$ cat src/rtl/cmsdk_ahb_flash_prog_ctrl.sv
// cmsdk_ahb_flash_prog_ctrl
// AHB-Lite register slave that sequences word-program and page-erase
// operations on the embedded flash macro. A KEY write arms the block for
// exactly one operation; a CMD write then runs setup, strobe and hold
// phases with parameterised cycle counts. STATUS reports BUSY/DONE/ERR and
// a completion interrupt is raised when DONE and IE are both set.

module cmsdk_ahb_flash_prog_ctrl #(
    parameter int AW     = 16,
    parameter int TSU    = 2,
    parameter int TPROG  = 40,
    parameter int TERASE = 4000,
    parameter int THOLD  = 2
) (
    input  logic          HCLK,
    input  logic          HRESETn,
    input  logic          HSEL,
    input  logic [11:0]   HADDR,
    input  logic [1:0]    HTRANS,
    input  logic [2:0]    HSIZE,
    input  logic          HWRITE,
    input  logic [31:0]   HWDATA,
    input  logic          HREADY,
    output logic          HREADYOUT,
    output logic [31:0]   HRDATA,
    output logic          HRESP,
    output logic [AW-3:0] FLASHADDR,
    output logic [31:0]   FLASHWDATA,
    output logic          FLASHPROG,
    output logic          FLASHERASE,
    output logic          FLASHIRQ
);

    typedef enum logic [1:0] {
        ST_IDLE  = 2'd0,
        ST_SETUP = 2'd1,
        ST_PULSE = 2'd2,
        ST_HOLD  = 2'd3
    } state_t;

    localparam logic [2:0]  IDX_ADDR   = 3'd0;
    localparam logic [2:0]  IDX_WDATA  = 3'd1;
    localparam logic [2:0]  IDX_CMD    = 3'd2;
    localparam logic [2:0]  IDX_STATUS = 3'd3;
    localparam logic [2:0]  IDX_CTRL   = 3'd4;
    localparam logic [2:0]  IDX_KEY    = 3'd5;

    localparam logic [31:0] KEY_VALUE  = 32'h0000_F1A5;
    localparam logic [31:0] CMD_PROG   = 32'h0000_0001;
    localparam logic [31:0] CMD_ERASE  = 32'h0000_0002;

    // Counter reload values; the counter holds "cycles remaining minus one".
    localparam logic [15:0] TSU_LOAD    = 16'(TSU - 1);
    localparam logic [15:0] TPROG_LOAD  = 16'(TPROG - 1);
    localparam logic [15:0] TERASE_LOAD = 16'(TERASE - 1);
    localparam logic [15:0] THOLD_LOAD  = 16'(THOLD - 1);

    // Address-phase capture
    logic          rd_phase_r;
    logic          wr_phase_r;
    logic [2:0]    reg_idx_r;
    logic          reg_hit_r;

    // Programmer-visible registers
    logic [AW-3:0] addr_r;
    logic [31:0]   wdata_r;
    logic          ie_r;
    logic          done_r;
    logic          err_r;
    logic          unlocked_r;
    logic          irq_r;

    // Operation sequencer
    state_t        state_r;
    logic [15:0]   cnt_r;
    logic          op_erase_r;
    logic          prog_r;
    logic          erase_r;

    // Decoded data-phase events
    logic          valid_s;
    logic          busy_s;
    logic          wr_sel_s;
    logic          wr_addr_s;
    logic          wr_wdata_s;
    logic          wr_cmd_s;
    logic          wr_status_s;
    logic          wr_ctrl_s;
    logic          wr_key_s;
    logic          cmd_valid_s;
    logic          cmd_ok_s;
    logic          err_set_s;
    logic          done_set_s;
    logic          done_nxt_s;
    logic          err_nxt_s;
    logic          ie_nxt_s;
    logic          unlocked_nxt_s;
    logic [31:0]   rdata_s;
    logic          unused_ok_s;

    assign valid_s     = HSEL & HTRANS[1] & HREADY;
    assign busy_s      = (state_r != ST_IDLE);
    assign unused_ok_s = &{1'b0, HSIZE, HADDR[1:0], HTRANS[0]};

    // Capture transfer attributes during the address phase
    always_ff @(posedge HCLK or negedge HRESETn) begin
        if (!HRESETn) begin
            rd_phase_r <= 1'b0;
            wr_phase_r <= 1'b0;
            reg_idx_r  <= 3'd0;
            reg_hit_r  <= 1'b0;
        end else begin
            rd_phase_r <= valid_s & ~HWRITE;
            wr_phase_r <= valid_s & HWRITE;
            reg_idx_r  <= HADDR[4:2];
            reg_hit_r  <= (HADDR[11:5] == 7'd0);
        end
    end

    // Decode data-phase writes and the error / completion events they cause
    always_comb begin
        wr_sel_s    = wr_phase_r & reg_hit_r;
        wr_addr_s   = wr_sel_s & (reg_idx_r == IDX_ADDR);
        wr_wdata_s  = wr_sel_s & (reg_idx_r == IDX_WDATA);
        wr_cmd_s    = wr_sel_s & (reg_idx_r == IDX_CMD);
        wr_status_s = wr_sel_s & (reg_idx_r == IDX_STATUS);
        wr_ctrl_s   = wr_sel_s & (reg_idx_r == IDX_CTRL);
        wr_key_s    = wr_sel_s & (reg_idx_r == IDX_KEY);
        cmd_valid_s = (HWDATA == CMD_PROG) | (HWDATA == CMD_ERASE);
        cmd_ok_s    = wr_cmd_s & cmd_valid_s & unlocked_r & ~busy_s;
        // Rejected command (locked or busy) or a configuration write while busy
        err_set_s   = (wr_cmd_s & cmd_valid_s & (~unlocked_r | busy_s))
                    | ((wr_addr_s | wr_wdata_s | wr_key_s) & busy_s);
        done_set_s  = (state_r == ST_HOLD) & (cnt_r == 16'd0);
    end

    // Next values of the status/control bits; hardware sets beat W1C clears
    always_comb begin
        if (done_set_s) begin
            done_nxt_s = 1'b1;
        end else if (wr_status_s & HWDATA[1]) begin
            done_nxt_s = 1'b0;
        end else begin
            done_nxt_s = done_r;
        end

        if (err_set_s) begin
            err_nxt_s = 1'b1;
        end else if (wr_status_s & HWDATA[2]) begin
            err_nxt_s = 1'b0;
        end else begin
            err_nxt_s = err_r;
        end

        if (wr_ctrl_s) begin
            ie_nxt_s = HWDATA[0];
        end else begin
            ie_nxt_s = ie_r;
        end

        if (cmd_ok_s) begin
            unlocked_nxt_s = 1'b0;
        end else if (wr_key_s & ~busy_s) begin
            unlocked_nxt_s = (HWDATA == KEY_VALUE);
        end else begin
            unlocked_nxt_s = unlocked_r;
        end
    end

    // Register file update; ADDR/WDATA are frozen while an operation runs
    always_ff @(posedge HCLK or negedge HRESETn) begin
        if (!HRESETn) begin
            addr_r     <= '0;
            wdata_r    <= 32'd0;
            ie_r       <= 1'b0;
            done_r     <= 1'b0;
            err_r      <= 1'b0;
            unlocked_r <= 1'b0;
            irq_r      <= 1'b0;
        end else begin
            if (wr_addr_s & ~busy_s) begin
                addr_r <= HWDATA[AW-3:0];
            end
            if (wr_wdata_s & ~busy_s) begin
                wdata_r <= HWDATA;
            end
            ie_r       <= ie_nxt_s;
            done_r     <= done_nxt_s;
            err_r      <= err_nxt_s;
            unlocked_r <= unlocked_nxt_s;
            // Built from next-state values so IRQ tracks DONE & IE without lag
            irq_r      <= done_nxt_s & ie_nxt_s;
        end
    end

    // Operation sequencer with registered, glitch-free strobes
    always_ff @(posedge HCLK or negedge HRESETn) begin
        if (!HRESETn) begin
            state_r    <= ST_IDLE;
            cnt_r      <= 16'd0;
            op_erase_r <= 1'b0;
            prog_r     <= 1'b0;
            erase_r    <= 1'b0;
        end else begin
            case (state_r)
                ST_IDLE: begin
                    prog_r  <= 1'b0;
                    erase_r <= 1'b0;
                    if (cmd_ok_s) begin
                        state_r    <= ST_SETUP;
                        op_erase_r <= (HWDATA == CMD_ERASE);
                        cnt_r      <= TSU_LOAD;
                    end
                end
                ST_SETUP: begin
                    if (cnt_r == 16'd0) begin
                        state_r <= ST_PULSE;
                        cnt_r   <= op_erase_r ? TERASE_LOAD : TPROG_LOAD;
                        prog_r  <= ~op_erase_r;
                        erase_r <= op_erase_r;
                    end else begin
                        cnt_r <= cnt_r - 16'd1;
                    end
                end
                ST_PULSE: begin
                    if (cnt_r == 16'd0) begin
                        state_r <= ST_HOLD;
                        cnt_r   <= THOLD_LOAD;
                        prog_r  <= 1'b0;
                        erase_r <= 1'b0;
                    end else begin
                        cnt_r <= cnt_r - 16'd1;
                    end
                end
                ST_HOLD: begin
                    if (cnt_r == 16'd0) begin
                        state_r <= ST_IDLE;
                    end else begin
                        cnt_r <= cnt_r - 16'd1;
                    end
                end
                default: begin
                    state_r <= ST_IDLE;
                    cnt_r   <= 16'd0;
                    prog_r  <= 1'b0;
                    erase_r <= 1'b0;
                end
            endcase
        end
    end

    // Read-data mux driven from the registered register index
    always_comb begin
        rdata_s = 32'd0;
        if (rd_phase_r & reg_hit_r) begin
            case (reg_idx_r)
                IDX_ADDR:   rdata_s = {{(34-AW){1'b0}}, addr_r};
                IDX_WDATA:  rdata_s = wdata_r;
                IDX_STATUS: rdata_s = {28'd0, unlocked_r, err_r, done_r, busy_s};
                IDX_CTRL:   rdata_s = {31'd0, ie_r};
                default:    rdata_s = 32'd0;
            endcase
        end else begin
            rdata_s = 32'd0;
        end
    end

    assign HREADYOUT  = 1'b1;
    assign HRESP      = 1'b0;
    assign HRDATA     = rdata_s;
    assign FLASHADDR  = addr_r;
    assign FLASHWDATA = wdata_r;
    assign FLASHPROG  = prog_r;
    assign FLASHERASE = erase_r;
    assign FLASHIRQ   = irq_r;

endmodule

$ cat config.mk
export PLATFORM = sky130hd
export DESIGN_NAME = cmsdk_ahb_flash_prog_ctrl
export DESIGN_NICKNAME = d
export VERILOG_FILES = /design/src/rtl/cmsdk_ahb_flash_prog_ctrl.sv
export SDC_FILE = /design/constraint.sdc
export NUM_CORES = 1
export LEC_CHECK = 0
export ABC_AREA = 1
export BUFFER_PORTS_ARGS = -buffer_cell sky130_fd_sc_hd__buf_2
export CORE_ASPECT_RATIO = 1.1
export CORE_MARGIN = 5
export CORE_UTILIZATION = 35
export CTS_CLUSTER_DIAMETER = 150
export DETAILED_ROUTE_END_ITERATION = 8
export PLACE_DENSITY = 0.57
export SLEW_MARGIN = 20
export SYNTH_ARGS = -nofsm -noshare
export SYNTH_HDL_FRONTEND = slang
export SYNTH_SLANG_ARGS = --single-unit
$ cat constraint.sdc
create_clock -name HCLK -period 2.65 [get_ports HCLK]
set_clock_uncertainty 0.15 [all_clocks]
set_input_delay 0.53 -clock HCLK [delete_from_list [all_inputs] [get_ports HCLK]]
set_output_delay 0.53 -clock HCLK [all_outputs]
set_load 0.02 [all_outputs]
# Yosys cells after proc, flatten, opt, wreduce, memory -nomap -nowiden
# Cells that the tools add are included.
# classes
add_sub_neg,1
n_eq_ne,16
muxes,25
bitwise,33
reduce_logical,12
# op_table
cell,n
$pmux 32 s4,1
$mux 16,4
$pmux 16 s4,1
$eq 32x1->1 const B,1
$eq 32x16->1 const B,1
$eq 32x2->1 const B,1
$mux 32,1
$and 1x1->1,24
$logic_not 16->1,1
$sub 16x1->16 const B,1
$mux 12,1
$mux 1,10
$mux 2,4
$ne 2x2->1 const B,4
$pmux 2 s4,1
$logic_not 7->1,1
$eq 3x2->1 const B,2
$eq 3x3->1 const B,2
$pmux 1 s3,2
$reduce_bool 2->1,3
$or 1x1->1,5
$eq 2x2->1 const B,2
$not 1->1,4
$reduce_and 2->1,2
8 further kinds,8
# word_totals
reg_bits,78
inputBits,54
out_inout_bits,83
elab_cells,103

# Longest topological paths before layout
# Gate-level depths: netlist of the first run.
# depth
ltp_word,7
mapped_depth,12
ltp_nobuf,11

# Worst setup path after synthesis of the first run
# No wires, ideal clock.
# synth_path
path_kind,reg-to-output
startpoint,reg reg_idx_r[1]
endpoint,out HRDATA[10]
arrival_time_ps,1478
required_ps,1970
path_slack_ps,492
stages_incl_launch_ff,5
path_cell_list,dfrtp_1 nor3_4 clkbuf_1 nand2_1 a21oi_1
# synth_between
elab_chain_cells,3
elab_cells_between_ends,6
# synth_rtl
item,line,rtl
from (decl),61,logic [2:0] reg_idx_r;
from (signal assigned),115,reg_idx_r <= HADDR[4:2];
$eq 3x3->1 (tied with other cells),256,case (reg_idx_r)
$pmux 32 s4 *,256,
$mux 32 *,255,if (rd_phase_r & reg_hit_r) begin
to (decl),25,"output logic [31:0] HRDATA,"
# Every way passes the cells marked *; elsewhere a longest branch is shown, timed or not.

# Worst setup path after layout of the first run
# layout_path
startpoint,reg state_r[1]
endpoint,out HRDATA[0]
# layout_between
elab_chain_cells,3
# layout_rtl
item,line,rtl
from (decl),74,state_t state_r;
from (signal assigned),199,state_r <= ST_IDLE;
from (signal assigned),210,state_r <= ST_SETUP;
from (signal assigned),217,state_r <= ST_PULSE;
$reduce_bool 2->1,102,assign busy_s = (state_r != ST_IDLE);
$pmux 32 s4,256,
$mux 32,255,
# No other way between the ends.

==> results.md, run 1 <==
- TritonCTS Buffers: 9
- Pwr Total: 2.61 mW
- Core Box Area: 12500 µm²
- DRC Markers: 0
- Finish-stage setup viols: 0
- Top-count cell post-synth: nand2_1
- Final #Nets: 756
- Number of fill cells: 1241
- Unrepaired setup endpoints after global routing: false
- Final hold violations: 3
- Cells after synthesis: 569
- Cell Chain, Critical Path: inv_1 -> ha_2 -> o21ai_0 -> a221oi_1 -> nor2_1 -> buf_2
- Simple-Gate Fraction of Synth Area: 31.7%
- CP required: 1.97 ns
- FFs w/ async S/R, synth: 100%
- Initial antenna violation count: 0
- Die W: 117 µm
- Crit-path max FO: 7
- WP data arrival: 1.78 ns
- Mean area per synthesized cell: 7.76 µm²
- Drt pass-1 iters: 4
- Critical Path Source Type: flop
- First-pass GRT wire length: 20.2 mm
- Root Buffer Master: clkbuf_16
- Synth Area in XOR/XNOR: 1.59%
- Synth top area cells: dfrtp_1, nand2_1, nor2_1
- Sink Count: 78
- Routability Congestion: 0.871
- Gr busiest metal: met2
- Max Cap Viol: 0
- Met1 usage: 22.2%
- Seq cells post-synth: 78
- Vias/cell: 4.83
- Largest net degree at the start of global routing: 47
- Storage cell area: 1950 µm²
- Post-Synthesis Cell Area: 4410 µm²
- Area growth from synthesis to final layout: 24.7%
- Synth top area share: 44.2%
- Most frequent cells after synthesis: nand2_1, dfrtp_1, nor2_1
- Place WS: 0.402 ns
- Vias in the first global route: 4092
- Yosys cell types: 40
- Longest Clk Path Bufs: 2
- Power Dens Cells: 475 nW/µm²
- Outcome: complete, but fails checks
- Die Area: 15000 µm²
- Yosys warns: 0
- Met3 Use GR: 4.20%
- Routed WL: 12.3 mm
- Post-synthesis sequential area ratio: 44.2%
- Die Ht: 128 µm
- Max stage delay on crit path: 0.40 ns
- CP Capture Type: output pin
- Relative slew slack: 60.5%
- Largest family of logic cells by synthesized area: simple AND/OR/NAND/NOR gates
- Number of synthesized flops with an enable pin: 0
- Post-synthesis compound-gate area fraction: 8.67%
- Clock transition at path regs: 0.06 ns
- Yosys top cell by area: dfrtp_1
- Antenna-violating nets left: 0
- Drt wl/cell: 14.3 µm
- Final instance area: 5510 µm²
- IO Port Bufs: 128
- Starting Density: 35.4%
- Row Count: 43
- Fmax: 0.407 GHz
- Failing checks: hold timing
- TNS Setup: 0 ns
- Gr usage total: 16.9%
- Placed inst area: 5210 µm²
- Overflow after GRT: 0
- Via count: 4145
- Leakage dissipation: 2.77 nW
- Peak supply drop: 0.000275 V
- Starting DRT DRC Count: 200
- Worst-Skew Late Latency: 0.33 ns
- Hold WC Path Type: primary input to async pin
- Hold WS: -0.00478 ns
- TritonCTS clock tree: done
- Max Slew Vio Count: 0
- Area of the multi-input gates: 2190 µm²
- Multiplexer area fraction after synthesis: 5.61%
- CTS H-tree depth: 3
- Non-filler cells, final: 858
- Syn nets: 629
- N_diodes: 0
- Fin crit period: 2.46 ns
- Num ports: 137
- Final worst slack: 0.191 ns
- Cts-stage hold buffer count: 0
- Worst path slowest cell: dfrtp_1
- Tcrit/Tclk final: 92.8%
- Layout cell share with drive strength beyond 1: 27.1%
- Worst-Margin Slew: 0.593 ns
- Met2 Usage GRT: 27.3%
- Placed wire-length estimate: 9.27 mm
- Core Util, Final: 44.1%
- Critical path type: flop to output pin
- Main synth FF type: dfrtp_1
- Reg2Reg Setup Slack: 0.40 ns
- Cell Count Post-Placement: 842
- Adder-cell share of the synthesized area: 1.70%
worst max-delay path, delay by kind of cell, from the launching register on:
kind,cells,cell delay (ns)
AO/OA/AOI/OAI,2,0.40
buffers and inverters,2,0.27
adder cells (fa/ha/maj),1,0.31
flip-flops,1,0.40
AND/OR/NAND/NOR,1,0.07
timing repair:
| action | 4_1_cts | 5_1_grt |
|---|---|---|
| resized for setup | 0 | 1 |
| setup buffers | 0 | 0 |
| endpoints found under the setup margin | 0 | 1 |
logic make-up after synthesis:
group	Yosys count
simple gates	324
fa+ha+maj	6
buf+inv	65
other cells	2
mux	18
compound gates	68
xor+xnor	8
flops	78
cell type report:
| class | instances | area share, % |
|---|---|---|
| clock inverter | 5 | 0.750 |
| timing repair buffer | 133 | 12.6 |
| clock buffer | 11 | 4.59 |
| multi-input combinational | 426 | 39.7 |
| tap | 157 | 3.57 |
| sequential | 78 | 35.5 |
| inverter | 48 | 3.32 |
report_power, final:
group | total, mW | internal, mW | switching, mW | leakage, nW
clock network | 1.22 | 0.693 | 0.523 | 0.138
logic | 0.174 | 0.0680 | 0.106 | 1.81
registers | 1.22 | 1.21 | 0.0157 | 0.817
total | 2.61 | 1.97 | 0.644 | 2.77
flip-flops by register name, indices dropped and copies added, names as in the netlist:
name and count:
op_erase_r 1, reg_idx_r 3, FLASHERASE 1, FLASHADDR 14, reg_hit_r 1, rd_phase_r 1, state_r 2, unlocked_r 1
ie_r 1, FLASHWDATA 32, cnt_r 16, FLASHIRQ 1, err_r 1, wr_phase_r 1, FLASHPROG 1, done_r 1
cell usage in the layout, fill, tap and decap left out, types with 2 or more instances in the layout:
cell / instances
conb_1: 2
o31ai_1: 2
inv_1: 42
mux2_2: 6
xor2_1: 6
mux2_4: 12
clkbuf_16: 9
a31oi_1: 3
nor2_1: 77
dfrtp_1: 78
buf_4: 5
nor4_1: 3
inv_2: 4
buf_2: 127
nand2_2: 5
clkbuf_8: 2
clkinvlp_4: 2
nand2_1: 170
xnor2_1: 2
a21oi_1: 13
ha_1: 5
nand2_4: 2
nor2_4: 4
clkinv_4: 2
o21ai_1: 2
nand4_1: 12
nand3_2: 2
nand3_1: 42
nor3_1: 3
o21ai_0: 42
metal layers:
metal,vias to the layer above,routed length (µm)
met5,-,0
met4,0,197
met3,13,780
met2,117,5870
met1,1920,5440
li1,2095,-
path summary, 6_finish.rpt:
kind / to / startpoint / depth (start not counted)
min: FLASHWDATA[23] / HRESETn / 1
max: HRDATA[0] / state_r[1] / 6
min reg2reg: FLASHERASE / FLASHERASE / 2
min in group HCLK: reg_idx_r[2] / HADDR[4] / 1
max in group asynchronous: FLASHWDATA[0] / HRESETn / 2
max reg2reg: cnt_r[10] / cnt_r[0] / 9
No activity file was read; power rests on OpenSTA's default activity.
==> run 2: changes to the inputs <==
--- a/config.mk
+++ b/config.mk
@@ -7,12 +7,14 @@
 export LEC_CHECK = 0
 export ABC_AREA = 1
 export BUFFER_PORTS_ARGS = -buffer_cell sky130_fd_sc_hd__buf_2
+export CELL_PAD_IN_SITES_DETAIL_PLACEMENT = 1
+export CELL_PAD_IN_SITES_GLOBAL_PLACEMENT = 1
 export CORE_ASPECT_RATIO = 1.1
 export CORE_MARGIN = 5
 export CORE_UTILIZATION = 35
 export CTS_CLUSTER_DIAMETER = 150
 export DETAILED_ROUTE_END_ITERATION = 8
-export PLACE_DENSITY = 0.57
+export PLACE_DENSITY_LB_ADDON = 0.1
 export SLEW_MARGIN = 20
 export SYNTH_ARGS = -nofsm -noshare
 export SYNTH_HDL_FRONTEND = slang
==> run 2 against run 1 <==
  * The run now ends clean
  * Combinational power grew 5%
  * Non-clock buffer count grew 12
  * Global-route usage grew 3.4 points
  * Power grew 6.3%
  * Largest cell class unchanged
==> results.md, run 2 (synthesis gave the netlist of run 1 again) <==
- Register share of total power: 44.1%
- Vias/cell: 5.01
- Cell Chain, Critical Path: inv_1 -> ha_1 -> o21ai_0 -> a221oi_1 -> nor2_1 -> buf_2
- Leakage dissipation: 2.84 nW
- Hold_sp: HADDR[3]
- Fmax: 0.399 GHz
- IO Port Bufs: 128
- Sw Pwr: 0.646 mW
- Via count: 4362
- Die W: 117 µm
- Row Count: 43
- Area growth from synthesis to final layout: 27.5%
- Worst hold stages: 1
- CP Capture Type: output pin
- Die Area: 15000 µm²
- Tcrit/Tclk final: 94.5%
- Routability Congestion: 0.819
- Pwr Total: 2.78 mW
- Peak supply drop: 0.000282 V
- Crit-path max FO: 4
- Highest metal used: met4
- CP required: 1.97 ns
- Power Dens Cells: 494 nW/µm²
- Clock transition at path regs: 0.07 ns
- Starting DRT DRC Count: 144
- Drt pass-1 iters: 4
- Combinational power share: 6.6%
- Metal3 WL: 595 µm
- Clock power frac: 49.4%
- Final worst slack: 0.145 ns
- Final #Nets: 768
- Initial antenna violation count: 0
- FF-to-FF Start: cnt_r[0]
- Commonest non-fill, non-tap cells in the layout: nand2_1, buf_2, dfrtp_1
- Final hold violations: 0
- Worst-Margin Slew: 0.522 ns
- Most common cell after layout, fill and taps aside: nand2_1
- Largest net degree at the start of global routing: 50
- WP data arrival: 1.82 ns
- N_diodes: 0
- Pint: 2.13 mW
- Reg2Reg Setup Slack: 0.43 ns
- TritonCTS Buffers: 9
- Die Ht: 128 µm
- TritonCTS clock tree: done
- Max Cap Viol: 0
- Starting Density: 35.4%
- Critical Path Source Type: flop
- Max stage delay on crit path: 0.42 ns
- Root Buffer Master: clkbuf_16
- Unrepaired setup endpoints after global routing: false
- Sink Count: 78
- Worst-Skew Late Latency: 0.35 ns
- Num ports: 137
- Routed length on met2: 7.49 mm
- Layout cell share with drive strength beyond 1: 28.1%
- Max Slew Vio Count: 0
- Worst path slowest cell: dfrtp_1
- Hold worst-path end: reg_idx_r[1]
- Overflow after GRT: 0
- TNS Setup: 0 ns
- Hold WC Path Type: primary input to flop
- Critical path type: flop to output pin
- Worst r2r path cells: 9
- Max reg flops: 32
- Non-filler cells, final: 870
- Longest Clk Path Bufs: 2
- DRC Markers: 0
- Core Box Area: 12500 µm²
- Cell Count Post-Placement: 848
- Crit path buf inv count: 2
- Antenna-violating nets left: 0
- Fin crit period: 2.50 ns
- Gr usage total: 20.3%
- FF-to-FF End: cnt_r[10]
- Sw Share: 23.2%
- First-pass GRT wire length: 23.8 mm
- Place WS: 0.342 ns
- Vias in the first global route: 4725
- Worst path top cell family by delay: compound AO/OA/AOI/OAI gates
- Routed WL: 14.5 mm
- Outcome: finished clean
- Finish-stage setup viols: 0
- Placed wire-length estimate: 11.2 mm
- Relative slew slack: 65.1%
- WL met1: 6.03 mm
- CTS H-tree depth: 3
- Drt wl/cell: 16.7 µm
-- run 2: cell count changes in the layout (fill, tap and decap cells not counted), sizes merged --
cell | before | now
clkinv | 3 | 2
inv | 48 | 47
buf | 133 | 144
dlygate4sd3 | 0 | 1
bufinv | 0 | 2
-- run 2: area by class of cell --
cell class,instances,area [µm²]
clock buffer,11,243
tap,157,196
inverter,48,186
multi-input combinational,426,2180
timing repair buffer,145,786
sequential,78,1950
clock inverter,5,81.3
fill,1609,6850
-- run 2: per-stage QoR --
step | hold WS (ns) | utilization, % | cell area (µm²)
after CTS | 0.127 | 44.9 | 5610
after global routing | 0.127 | 45.1 | 5630
final | 0.142 | 45.1 | 5630
after floorplan | 0.0844 | - | 4410
after global placement | 0.316 | 42.1 | 5250
after detailed placement | 0.335 | 42.1 | 5250
-- run 2: worst max path at each step --
stage,end,cells past startpoint,start
6_report,HRDATA[0],6,state_r[0]
5_1_grt,HRDATA[0],6,state_r[0]
4_1_cts,HRDATA[3],5,reg_idx_r[1]
3_5_place_dp,HRDATA[0],6,reg_idx_r[1]
3_3_place_gp,HRDATA[0],6,reg_idx_r[1]
2_1_floorplan,HRDATA[10],4,reg_idx_r[1]
-- run 2: power by group through the flow --
stage | clock network (mW) | registers, mW | logic, mW
2_1_floorplan | 0 | 1.26 | 0.0593
3_3_place_gp | 0 | 1.25 | 0.174
3_5_place_dp | 0 | 1.25 | 0.180
4_1_cts | 1.40 | 1.22 | 0.184
5_1_grt | 1.45 | 1.23 | 0.204
6_report | 1.37 | 1.22 | 0.182
-- run 2: timing repair --
item                                    in CTS  in global routing
resized for setup                            1                  0
hold endpoints to repair                    20                  0
pin swaps                                    0                  1
setup buffers                                2                  3
hold buffers                                 1                  0
endpoints found under the setup margin       2                  1
-- run 2: per-layer routing --
| layer | global-route usage, % | up-vias |
|---|---|---|
| met5 | 0 | - |
| met4 | 7.69 | 0 |
| met3 | 4.34 | 23 |
| li1 | - | 2115 |
| met2 | 35.7 | 110 |
| met1 | 24.0 | 2114 |
==> run 3: changes to the inputs <==
--- a/config.mk
+++ b/config.mk
@@ -14,7 +14,7 @@
 export CORE_UTILIZATION = 35
 export CTS_CLUSTER_DIAMETER = 150
 export DETAILED_ROUTE_END_ITERATION = 8
-export PLACE_DENSITY_LB_ADDON = 0.1
+export PLACE_DENSITY = 0.75
 export SLEW_MARGIN = 20
 export SYNTH_ARGS = -nofsm -noshare
 export SYNTH_HDL_FRONTEND = slang
==> run 3 against run 2 <==
  * The run now ends with hold timing left
  * Cell count fell by 0.57%
  * First-iteration DRC count fell by 13%
  * Die area did not move
  * Maximum frequency fell by 0.58%
  * Cell area fell by 1.1%
  * Critical endpoint is now HRDATA[3]
  * Highest routed layer unchanged
==> results.md, run 3 (synthesis gave the netlist of run 1 again) <==
- Outcome: complete, but fails checks
- Failing checks: hold timing
- Vias in the first global route: 4767
- Starting Density: 35.4%
- Initial antenna violation count: 0
- Worst-Skew Late Latency: 0.34 ns
- Clock transition at path regs: 0.07 ns
- Number of fill cells: 1602
- TNS Setup: 0 ns
- WP data arrival: 1.84 ns
- CP Capture Type: output pin
- Max stage delay on crit path: 0.44 ns
- Finish-stage setup viols: 0
- Gr busiest metal: met2
- Routed WL: 14.3 mm
- Fin crit period: 2.52 ns
- Leakage dissipation: 2.80 nW
- Hold WS: -0.0127 ns
- Peak supply drop: 0.000340 V
- Max reg flops: 32
- Fmax: 0.397 GHz
- Core Box Area: 12500 µm²
- First-pass GRT wire length: 23.6 mm
- Met1 usage: 24.2%
- Sink Count: 78
- Critical path type: flop to output pin
- Final #Nets: 763
- Die Area: 15000 µm²
- Drt pass-1 iters: 4
- Row Count: 43
- Area growth from synthesis to final layout: 26.1%
- Layout cell share with drive strength beyond 1: 27.8%
- Longest Clk Path Bufs: 2
- Unrepaired setup endpoints after global routing: false
- Worst path slowest cell: dfrtp_1
- Num ports: 137
- Power Dens Cells: 463 nW/µm²
- CP required: 1.97 ns
- Via count: 4364
- Die Ht: 128 µm
- Max Cap Viol: 0
- Hold WC Path Type: primary input to async pin
- Routability Congestion: 0.827
- Cell Chain, Critical Path: nor2_1 -> nand2_1 -> inv_1 -> buf_4 -> nand2_1 -> a31oi_2 -> buf_2
- Critical Path Source Type: flop
- Placed wire-length estimate: 11.0 mm
- Combinational power share: 7.0%
- Antenna-violating nets left: 0
- IO Port Bufs: 128
- TritonCTS Buffers: 9
- Tcrit/Tclk final: 95.1%
- Largest net degree at the start of global routing: 43
- Commonest non-fill, non-tap cells in the layout: nand2_1, buf_2, dfrtp_1
- Critical Path Most Common Cell: nand2_1
- Most common cell after layout, fill and taps aside: nand2_1
- Met3 Use GR: 3.35%
- Max Slew Vio Count: 0
- TritonCTS clock tree: done
- Die W: 117 µm
- DRC Markers: 0
- Overflow after GRT: 0
- Pint: 1.92 mW
- Clock power frac: 45.4%
- Vias/cell: 5.05
- Starting DRT DRC Count: 126
- Root Buffer Master: clkbuf_16
- Final hold violations: 8
- Met2 Usage GRT: 34.8%
- Register share of total power: 47.5%
- Core Util, Final: 44.6%
- Gr usage total: 20.0%
- Drt wl/cell: 16.5 µm
- CTS H-tree depth: 3
- Relative slew slack: 61.1%
- Crit-path max FO: 15
- Sw Pwr: 0.657 mW
- Sw Share: 25.5%
- N_diodes: 0
- Worst-Margin Slew: 0.580 ns
- Cts-stage hold buffer count: 0
[run 3: final timing paths]
kind | cells after the start | startpoint | slack (ns) | to
setup / recovery | 7 | reg_idx_r[1] | 0.13 | HRDATA[3]
hold / removal | 1 | HRESETn | -0.01 | FLASHWDATA[8]
hold reg to reg | 2 | FLASHERASE | 0.33 | FLASHERASE
setup reg to reg | 11 | cnt_r[0] | 0.52 | cnt_r[8]
max in group asynchronous | 2 | HRESETn | 1.72 | reg_idx_r[2]
min in group HCLK | 1 | HADDR[2] | 0.16 | reg_idx_r[0]
[run 3: critical path: cells and delay by family (launching register included)]
family	cells	cell delay [ns]
compound gates	1	0.23
buf+inv	3	0.49
flops	1	0.44
simple gates	3	0.35
[run 3: area by class of cell]
type / instances / area [µm²] / area share [%]
repair buffers: 140 / 758 / 13.6
multi-input cells: 426 / 2200 / 39.6
clock inverters: 6 / 46.3 / 0.831
well taps: 157 / 196 / 3.53
inverters: 48 / 183 / 3.28
flip-flops and latches: 78 / 1950 / 35.1
clock buffers: 10 / 229 / 4.11
[run 3: through the flow]
step                      cells  area (µm²)  setup slack, ns  power [mW]  hold WS, ns
after floorplan             569        4410            0.492        1.32       0.0844
after global placement      847        5250            0.393        1.42        0.313
after detailed placement    847        5250            0.348        1.43        0.328
after CTS                   863        5520           0.0627        2.59       0.0110
after global routing        865        5570           0.0222        2.68       0.0344
final                       865        5570            0.131        2.58      -0.0127
[run 3: power by group through the flow]
stage | registers, mW | logic, mW | clock network [mW]
6_report | 1.22 | 0.181 | 1.17
3_3_place_gp | 1.25 | 0.175 | 0
3_5_place_dp | 1.25 | 0.181 | 0
4_1_cts | 1.22 | 0.182 | 1.19
5_1_grt | 1.23 | 0.203 | 1.25
2_1_floorplan | 1.26 | 0.0593 | 0
[run 3: what timing repair did]
item | CTS | global route
pin swaps | 0 | 1
buffers inserted | 0 | 2
gates resized for setup | 1 | 2
endpoints found under the setup margin | 1 | 14
[run 3: layer usage]
layer	routed length [µm]	part of all wire, %
met1	5830	41
met2	7330	51
met5	0	0
met4	384	2.7
met3	728	5.1
